[src/rtl/checker_mpu_fetch.sv]
// Purpose : instruction fetch unit; drives a PC to instruction memory and queues fetched words in a 2-entry FIFO.
// Latency : start/jmp edge -> ins_valid_o high 2 cycles later; then one instruction per cycle.
// Backpress: issue credit counts FIFO occupancy plus the in-flight read, so ins_ready_i low stalls the PC with no loss.
//
// Ports:
//   sys_clk, sys_rst_n       clock, synchronous active-low reset
//   start/start_addr         enter RUN (or redirect when already running) at start_addr
//   stop                     abandon fetch, flush, return to IDLE (PC held)
//   jmp/jmp_addr             redirect in RUN; ignored in IDLE
//   mpu_addr/mpu_do          memory read address (== PC) / read data one cycle later
//   ins_o/ins_addr_o         FIFO head instruction and its address
//   ins_valid_o/ins_ready_i  head handshake
//   busy_o                   high while in RUN
module checker_mpu_fetch (
    input  logic        sys_clk,
    input  logic        sys_rst_n,
    input  logic        start,
    input  logic [15:0] start_addr,
    input  logic        stop,
    input  logic        jmp,
    input  logic [15:0] jmp_addr,
    output logic [15:0] mpu_addr,
    input  logic [47:0] mpu_do,
    output logic [47:0] ins_o,
    output logic [15:0] ins_addr_o,
    output logic        ins_valid_o,
    input  logic        ins_ready_i,
    output logic        busy_o
);

    typedef enum logic {
        ST_IDLE = 1'b0,
        ST_RUN  = 1'b1
    } state_t;

    state_t      state_q, state_d;
    logic [15:0] pc_q, pc_d;
    logic        infl_q, infl_d;
    logic [15:0] infl_addr_q, infl_addr_d;

    // 2-entry FIFO: head pointer plus occupancy; tail is derived.
    logic        head_q, head_d;
    logic [1:0]  cnt_q, cnt_d;
    logic [47:0] dat_q [2];
    logic [47:0] dat_d [2];
    logic [15:0] fadr_q [2];
    logic [15:0] fadr_d [2];

    logic        pop;
    logic        jmp_hit;
    logic        tail;
    logic [2:0]  credit;

    assign ins_valid_o = (cnt_q != 2'd0);
    assign ins_o       = dat_q[head_q];
    assign ins_addr_o  = fadr_q[head_q];
    assign mpu_addr    = pc_q;
    assign busy_o      = (state_q == ST_RUN);

    assign pop     = ins_valid_o & ins_ready_i;
    assign jmp_hit = jmp & (state_q == ST_RUN);
    // With cnt_q == 2 the tail aliases the head; that slot is only written
    // when the head is popped in the same cycle, so nothing is overwritten early.
    assign tail    = head_q ^ cnt_q[0];
    // Occupancy the FIFO will have after this cycle's pop, counting the
    // read already in flight; issuing only below 2 guarantees a free slot.
    assign credit  = {1'b0, cnt_q} + {2'b00, infl_q} - {2'b00, pop};

    always_comb begin
        state_d     = state_q;
        pc_d        = pc_q;
        infl_d      = 1'b0;
        infl_addr_d = infl_addr_q;
        head_d      = head_q;
        cnt_d       = cnt_q;
        dat_d       = dat_q;
        fadr_d      = fadr_q;

        if (stop) begin
            // PC held; any in-flight read is dropped by leaving infl_d low.
            state_d = ST_IDLE;
            head_d  = 1'b0;
            cnt_d   = 2'd0;
        end else if (start) begin
            state_d = ST_RUN;
            pc_d    = start_addr;
            head_d  = 1'b0;
            cnt_d   = 2'd0;
        end else if (jmp_hit) begin
            pc_d    = jmp_addr;
            head_d  = 1'b0;
            cnt_d   = 2'd0;
        end else begin
            if (infl_q) begin
                dat_d[tail]  = mpu_do;
                fadr_d[tail] = infl_addr_q;
            end
            if (pop) begin
                head_d = ~head_q;
            end
            cnt_d = cnt_q + {1'b0, infl_q} - {1'b0, pop};

            if ((state_q == ST_RUN) && (credit < 3'd2)) begin
                pc_d        = pc_q + 16'd1;
                infl_d      = 1'b1;
                infl_addr_d = pc_q;
            end
        end
    end

    always_ff @(posedge sys_clk) begin
        if (!sys_rst_n) begin
            state_q     <= ST_IDLE;
            pc_q        <= 16'h0000;
            infl_q      <= 1'b0;
            infl_addr_q <= 16'h0000;
            head_q      <= 1'b0;
            cnt_q       <= 2'd0;
            dat_q[0]    <= 48'h0;
            dat_q[1]    <= 48'h0;
            fadr_q[0]   <= 16'h0;
            fadr_q[1]   <= 16'h0;
        end else begin
            state_q     <= state_d;
            pc_q        <= pc_d;
            infl_q      <= infl_d;
            infl_addr_q <= infl_addr_d;
            head_q      <= head_d;
            cnt_q       <= cnt_d;
            dat_q       <= dat_d;
            fadr_q      <= fadr_d;
        end
    end

endmodule

[config.mk]
export PLATFORM = sky130hd
export DESIGN_NAME = checker_mpu_fetch
export DESIGN_NICKNAME = d
export VERILOG_FILES = /design/src/rtl/checker_mpu_fetch.sv
export SDC_FILE = /design/constraint.sdc
export NUM_CORES = 1
export LEC_CHECK = 0
export BUFFER_PORTS_ARGS = -buffer_cell sky130_fd_sc_hd__buf_4
export CAP_MARGIN = 10
export CORE_MARGIN = 4
export CORE_UTILIZATION = 55
export DETAILED_ROUTE_END_ITERATION = 8
export GPL_TIMING_DRIVEN = 0
export PLACE_DENSITY = 0.89
export SYNTH_ARGS = -nofsm -noshare
export SYNTH_HDL_FRONTEND = slang
export SYNTH_SLANG_ARGS = --single-unit
[constraint.sdc]
create_clock -name sys_clk -period 5 [get_ports sys_clk]
set_input_delay 0.25 -clock sys_clk [delete_from_list [all_inputs] [get_ports sys_clk]]
set_output_delay 0.25 -clock sys_clk [all_outputs]
set_load 0.03 [all_outputs]
Word level (Yosys, flattened, before mapping). Cells that the tools add are included.

Flip-flop bits (word level): 165. Input port bits: 86. Output and inout port bits: 82. Logic and storage cells: 54.

$add $sub $neg: 5. Order comparisons: 4. Mux-type cells: 16. Bitwise gates (word level): 10. Reduce and logical (&&, ||, !) cells: 9.

Operator list (number): $mux W48 (4); $mux W16 (7); $bwmux W96 (1); $demux W48 S1 (1); $bwmux W32 (1); $add A16 B1 Y16 const B (1); $demux W16 S1 (1); $reduce_and A4 Y1 (2); $not A1 Y1 (5); $ge A2 B2 Y1 const B (2); $not A1 Y2 (2); $reduce_or A4 Y1 (1); $add A2 B1 Y3 (1); $lt A3 B2 Y1 const B (1); $reduce_bool A3 Y1 (1); $sub A3 B1 Y3 (1); $add A2 B1 Y2 (1); $and A1 B1 Y1 (2); $logic_and A1 B1 Y1 (2); $lt A2 B1 Y1 const B (1); $reduce_and A2 Y1 (1); $reduce_bool A2 Y1 (1); $reduce_or A2 Y1 (1); $sub A2 B1 Y2 (1); 2 further kinds (2).

Depth between registers and ports, before layout.
Depth in word-level cells: 8. Mapped depth: 13. Gate-level depth less buffers: 11.

Worst setup path before layout. Ideal clock, no wire load.

Path kind: register to register. Start point: register cnt_q[1]. End point: register pc_q[15], in the netlist mpu_addr[15]. Library setup time: 103 ps. Data arrival time: 2845 ps. Data required time: 4897 ps. Setup slack: 2052 ps. Cell stages (with the launch flop): 13. Path buffers: 1. Period minus slack after synthesis: 2948 ps. Cell sequence: dfxtp_1 > or2_2 > and2_1 > ha_1 > inv_1 > ha_1 > inv_1 > fa_1 > and2_1 > and3_2 > buf_6 > o211a_1 > a2111oi_2.

Word-level cells in the longest chain between the ends: 7. Elaborated cells between the ends (all ways): 8. Classes of those cells: add/sub (2); order compare (1); bitwise (1); reduce/logical (4).

RTL lines: from (decl) (RTL line 43) `logic [1:0] cnt_q, cnt_d;`; from (signal assigned) (RTL line 129) `cnt_q <= cnt_d;`; $reduce_bool A2 Y1 (RTL line 54) `assign ins_valid_o = (cnt_q != 2'd0);`; named net ins_valid_o (RTL line 26) `output logic ins_valid_o,`; $and A1 B1 Y1 (RTL line 60) `assign pop = ins_valid_o & ins_ready_i;`; named net pop (RTL line 49) `logic pop;`; $sub A3 B1 Y3 (RTL line 67) `assign credit = {1'b0, cnt_q} + {2'b00, infl_q} - {2'b00, pop};`; $lt A3 B2 Y1 (RTL line 103) `if ((state_q == ST_RUN) && (credit < 3'd2)) begin`; $logic_and A1 B1 Y1 (RTL line 103); $reduce_bool A3 Y1 (no line); $reduce_and A2 Y1 (no line); to (signal assigned) (RTL line 125) `pc_q <= pc_d;`; to (decl) (RTL line 37) `logic [15:0] pc_q, pc_d;`.

The timed path passes the listed nets, and every way through them passes these cells. A chain may end at the register's enable or synchronous reset.

Worst setup path after layout.
Start point: register cnt_q[0]. End point: register pc_q[10], in the netlist mpu_addr[10].

Word-level cells in the longest chain between the ends: 7. Elaborated cells between the ends (all ways): 8. Classes of those cells: add/sub (2); order compare (1); bitwise (1); reduce/logical (4).

RTL lines (RTL line): $reduce_bool A2 Y1 (54); $and A1 B1 Y1 (60); named net pop (49); $sub A3 B1 Y3 (67); $lt A3 B2 Y1 (103); $logic_and A1 B1 Y1 (103); $reduce_bool A3 Y1 (no line); $reduce_and A2 Y1 (no line).

The timed path passes the listed nets, and every way through them passes these cells.

==> results.md <==
* Area growth syn-to-layout at 26.85%
* Worst slack on hold paths at 79.43 ps
* Pin count of the biggest net entering global routing at 17
* Yosys top cell area share at 0.4478
* Global Route Usage Sum at 0.2723
* Number of instances resized during post-cts repair at 0
* Sum Neg Setup Slack at 0 ps
* HPWL Detailed at 14840 um
* RSZ-0062 raised after global routing: false
* Ratio of cells with drive above 1 in the final layout at 0.2774
* Synthesized instance count at 892
* Total detailed-routing wirelength at 20730 um
* DR iter-0 viols at 614
* Count of boundary I/O pins at 168
* Avg Vias per Cell at 5.648
* Minimum setup slack after placement at 1687 ps
* Tcrit/Tclk final at 0.6695
* Number of iterations in the first detailed-routing pass at 5
* Number of buffers added by the clock tree synthesis step at 17
* Classification of the worst-slack hold path: in -> reg
* Startpoint type of the worst setup path: flip-flop
* Sequential area share after synthesis at 0.4478
* Top cells by area in the synthesized netlist: sky130_fd_sc_hd__dfxtp_1 (45%), sky130_fd_sc_hd__nand2_1 (14%), sky130_fd_sc_hd__mux2_2 (9.8%)
* Maximum Capacitance Violations at 0
* Vias in the first global route at 6861
* Min setup slack post-route at 1652 ps
* Weighted congestion at the end of routability-driven global placement at 0.9775
* Post-CTS clock slew at the launch and capture registers of the worst setup and hold paths at 60 ps
* Post-route design area at 0.009358 mm^2
* Post-DRT Antenna Nets at 0
* CTS Sinks at 165
* Synth Area per Inst at 8.270 um^2
* Area after detailed placement at 0.008836 mm^2
* Die W at 123.8 um
* Yosys Warn Count at 0
* Flop and latch count out of synthesis at 165
* Hold buffer count at cts at 0
* Final routed wire length divided by cell count at 16.44 um
* Number of flops mapped to enable cells by yosys at 0
* Async set-or-reset flop fraction in the synthesized netlist at 0
* Vertical extent of the die at 123.8 um
* H-tree depth at 4
* Commonest register cell after synthesis: sky130_fd_sc_hd__dfxtp_1
* Data arrival time of the critical path at 3660 ps
* Number of inserted filler cells in the final layout at 1061
* LEAKAGE at 3.738 nW
* Number of core rows at 42
* Total grt overflow at 0
* Critical path capture point type: flip-flop
* Initial Utilization at 0.5593
* PD cells at 293.4 mW/mm^2
* Total vias in the final route at 7122
* Final-report hold violation count at 0
* Max-slew headroom at the worst pin at 0.5465
* N_diodes at 0
* Core area at 0.01319 mm^2
* Data required time of the critical path at 5310 ps
* Upper clock frequency limit at 0.2987 GHz
* Max-slew violation total from the final report at 0
* Crit Path Max Fanout at 7
* Final nets at 1166
* Post-CTS Setup Repair Bufs at 0
* First-pass GRT wire length at 32910 um
* Number of distinct library cell variants in the gate-level netlist after synthesis at 61
* Cell at the root of the clock tree: sky130_fd_sc_hd__clkbuf_16
* Clock tree from TritonCTS: yes
* Port-buffer cells at 165
* Worst vdd rail ir drop at 0.0002330 V
* Clock insertion delay at the later pin of the skew report at 430 ps
* Worst-case clock buffer depth at 2
* Die Outline Area at 0.01533 mm^2
* Measured slew at the worst slew-check pin at 680.3 ps
* Cell taking the most area after synthesis: sky130_fd_sc_hd__dfxtp_1
* Final number of setup-violating endpoints at 0
* Antenna violations before repair at 0
* Total DRC errors in the routed layout at 0
* Final worst clock skew at 7.121 ps
* Result of the run: finished clean
* Kind of critical path: reg -> reg
* Area of the mapped netlist at 0.007377 mm^2
* Post-route minimum period at 3348 ps
* Net count of the mapped netlist at 982
-- path summary, 6_finish.rpt --
path                    from           end  slack (ps)  cells after the start
setup / recovery    cnt_q[0]  mpu_addr[10]        1650                     11
hold / removal    mpu_do[20]     dat_q[68]          80                      3
setup reg to reg    cnt_q[0]  mpu_addr[10]        1650                     11
hold reg to reg    dat_q[27]     dat_q[27]         450                      2
-- routing by layer --
metal	vias to the layer above	track usage	wire length (um)
li1	3412	-	-
met1	3296	0.3431	8289
met2	355	0.4545	9976
met3	59	0.05813	1919
met4	0	0.1093	544
met5	-	0	0
-- where the power goes --
group | leakage, nW | switching [mW] | internal [mW]
combinational | 2.15 | 0.120 | 0.0914
sequential | 1.33 | 0.0195 | 1.33
clock | 0.259 | 0.491 | 0.698
total | 3.74 | 0.631 | 2.11
-- logic make-up after synthesis --
group,after synthesis,synth area share
simple gates,360,0.2035
xor+xnor,9,0.01068
mux,81,0.1208
flops,165,0.4478
buf+inv,77,0.04970
compound gates,196,0.1598
fa+ha+maj,4,0.007803
-- critical path, cell delays in order, from the launching register on --
cell and delay [ps]:
sky130_fd_sc_hd__dfxtp_1 350, sky130_fd_sc_hd__or2_2 320, sky130_fd_sc_hd__and2_1 200, sky130_fd_sc_hd__ha_1 280
sky130_fd_sc_hd__inv_1 40, sky130_fd_sc_hd__ha_1 170, sky130_fd_sc_hd__inv_1 60, sky130_fd_sc_hd__fa_1 460
sky130_fd_sc_hd__and2_1 210, sky130_fd_sc_hd__a21oi_1 540, sky130_fd_sc_hd__nor2_1 270, sky130_fd_sc_hd__o221a_2 350
-- registers in the layout, indices dropped and copies added (netlist names) --
signal,flops
infl_addr_q,16
cnt_q,2
dat_q,96
busy_o,1
infl_q,1
head_q,1
mpu_addr,16
fadr_q,32
-- per-stage QoR --
stage / std cells / util / total power [mW]
after floorplan: 892 / - / 1.471
after global placement: 1233 / 0.6699 / 1.579
after detailed placement: 1233 / 0.6699 / 1.580
after CTS: 1261 / 0.7094 / 2.751
after global routing: 1261 / 0.7094 / 2.821
final: 1261 / 0.7094 / 2.745
-- synthesized netlist by cell type, drive strengths merged (2+ instances only) --
library cell and number:
xor2 5, nor4 3, o22ai 2, o2111ai 3
o21ai 10, buf 31, nand2b 2, o211ai 2
nand3 12, inv 11, nor2 35, xnor2 4
nand2 275, nand4 6, dfxtp 165, mux2 64
and3 11, a21oi 136, o221a 5, a31oi 4
and2 4, a211o 2, ha 3, nor3 3
o211a 3, o31ai 6, clkbuf 35, a2111oi 2
or4 3, mux2i 17, o31a 3, a211oi 7
a221oi 2
-- cells in the final DEF, fill, tap and decap left out, types with 9 or more instances in the layout --
cell,n
sky130_fd_sc_hd__and3_1,9
sky130_fd_sc_hd__dfxtp_1,165
sky130_fd_sc_hd__clkbuf_16,17
sky130_fd_sc_hd__buf_2,24
sky130_fd_sc_hd__clkbuf_1,36
sky130_fd_sc_hd__mux2_2,64
sky130_fd_sc_hd__nand2_1,275
sky130_fd_sc_hd__a21oi_1,136
sky130_fd_sc_hd__mux2i_1,17
sky130_fd_sc_hd__nor2_1,35
sky130_fd_sc_hd__inv_1,11
sky130_fd_sc_hd__nand3_1,11
sky130_fd_sc_hd__o21ai_0,9
sky130_fd_sc_hd__buf_4,168
-- area by class of cell --
| cell class | instances | area, um^2 | share of cell area |
|---|---|---|---|
| Tap cell | 176 | 220.2 | 0.02353 |
| Buffer | 66 | 325.3 | 0.03476 |
| Sequential cell | 165 | 3303 | 0.3530 |
| Multi-Input combinational cell | 650 | 3707 | 0.3962 |
| Timing Repair Buffer | 165 | 1239 | 0.1324 |
| Inverter | 11 | 41.29 | 0.004412 |
| Clock buffer | 23 | 467.9 | 0.05001 |
| Clock inverter | 5 | 53.80 | 0.005749 |
No activity file was read; power rests on OpenSTA's default activity.
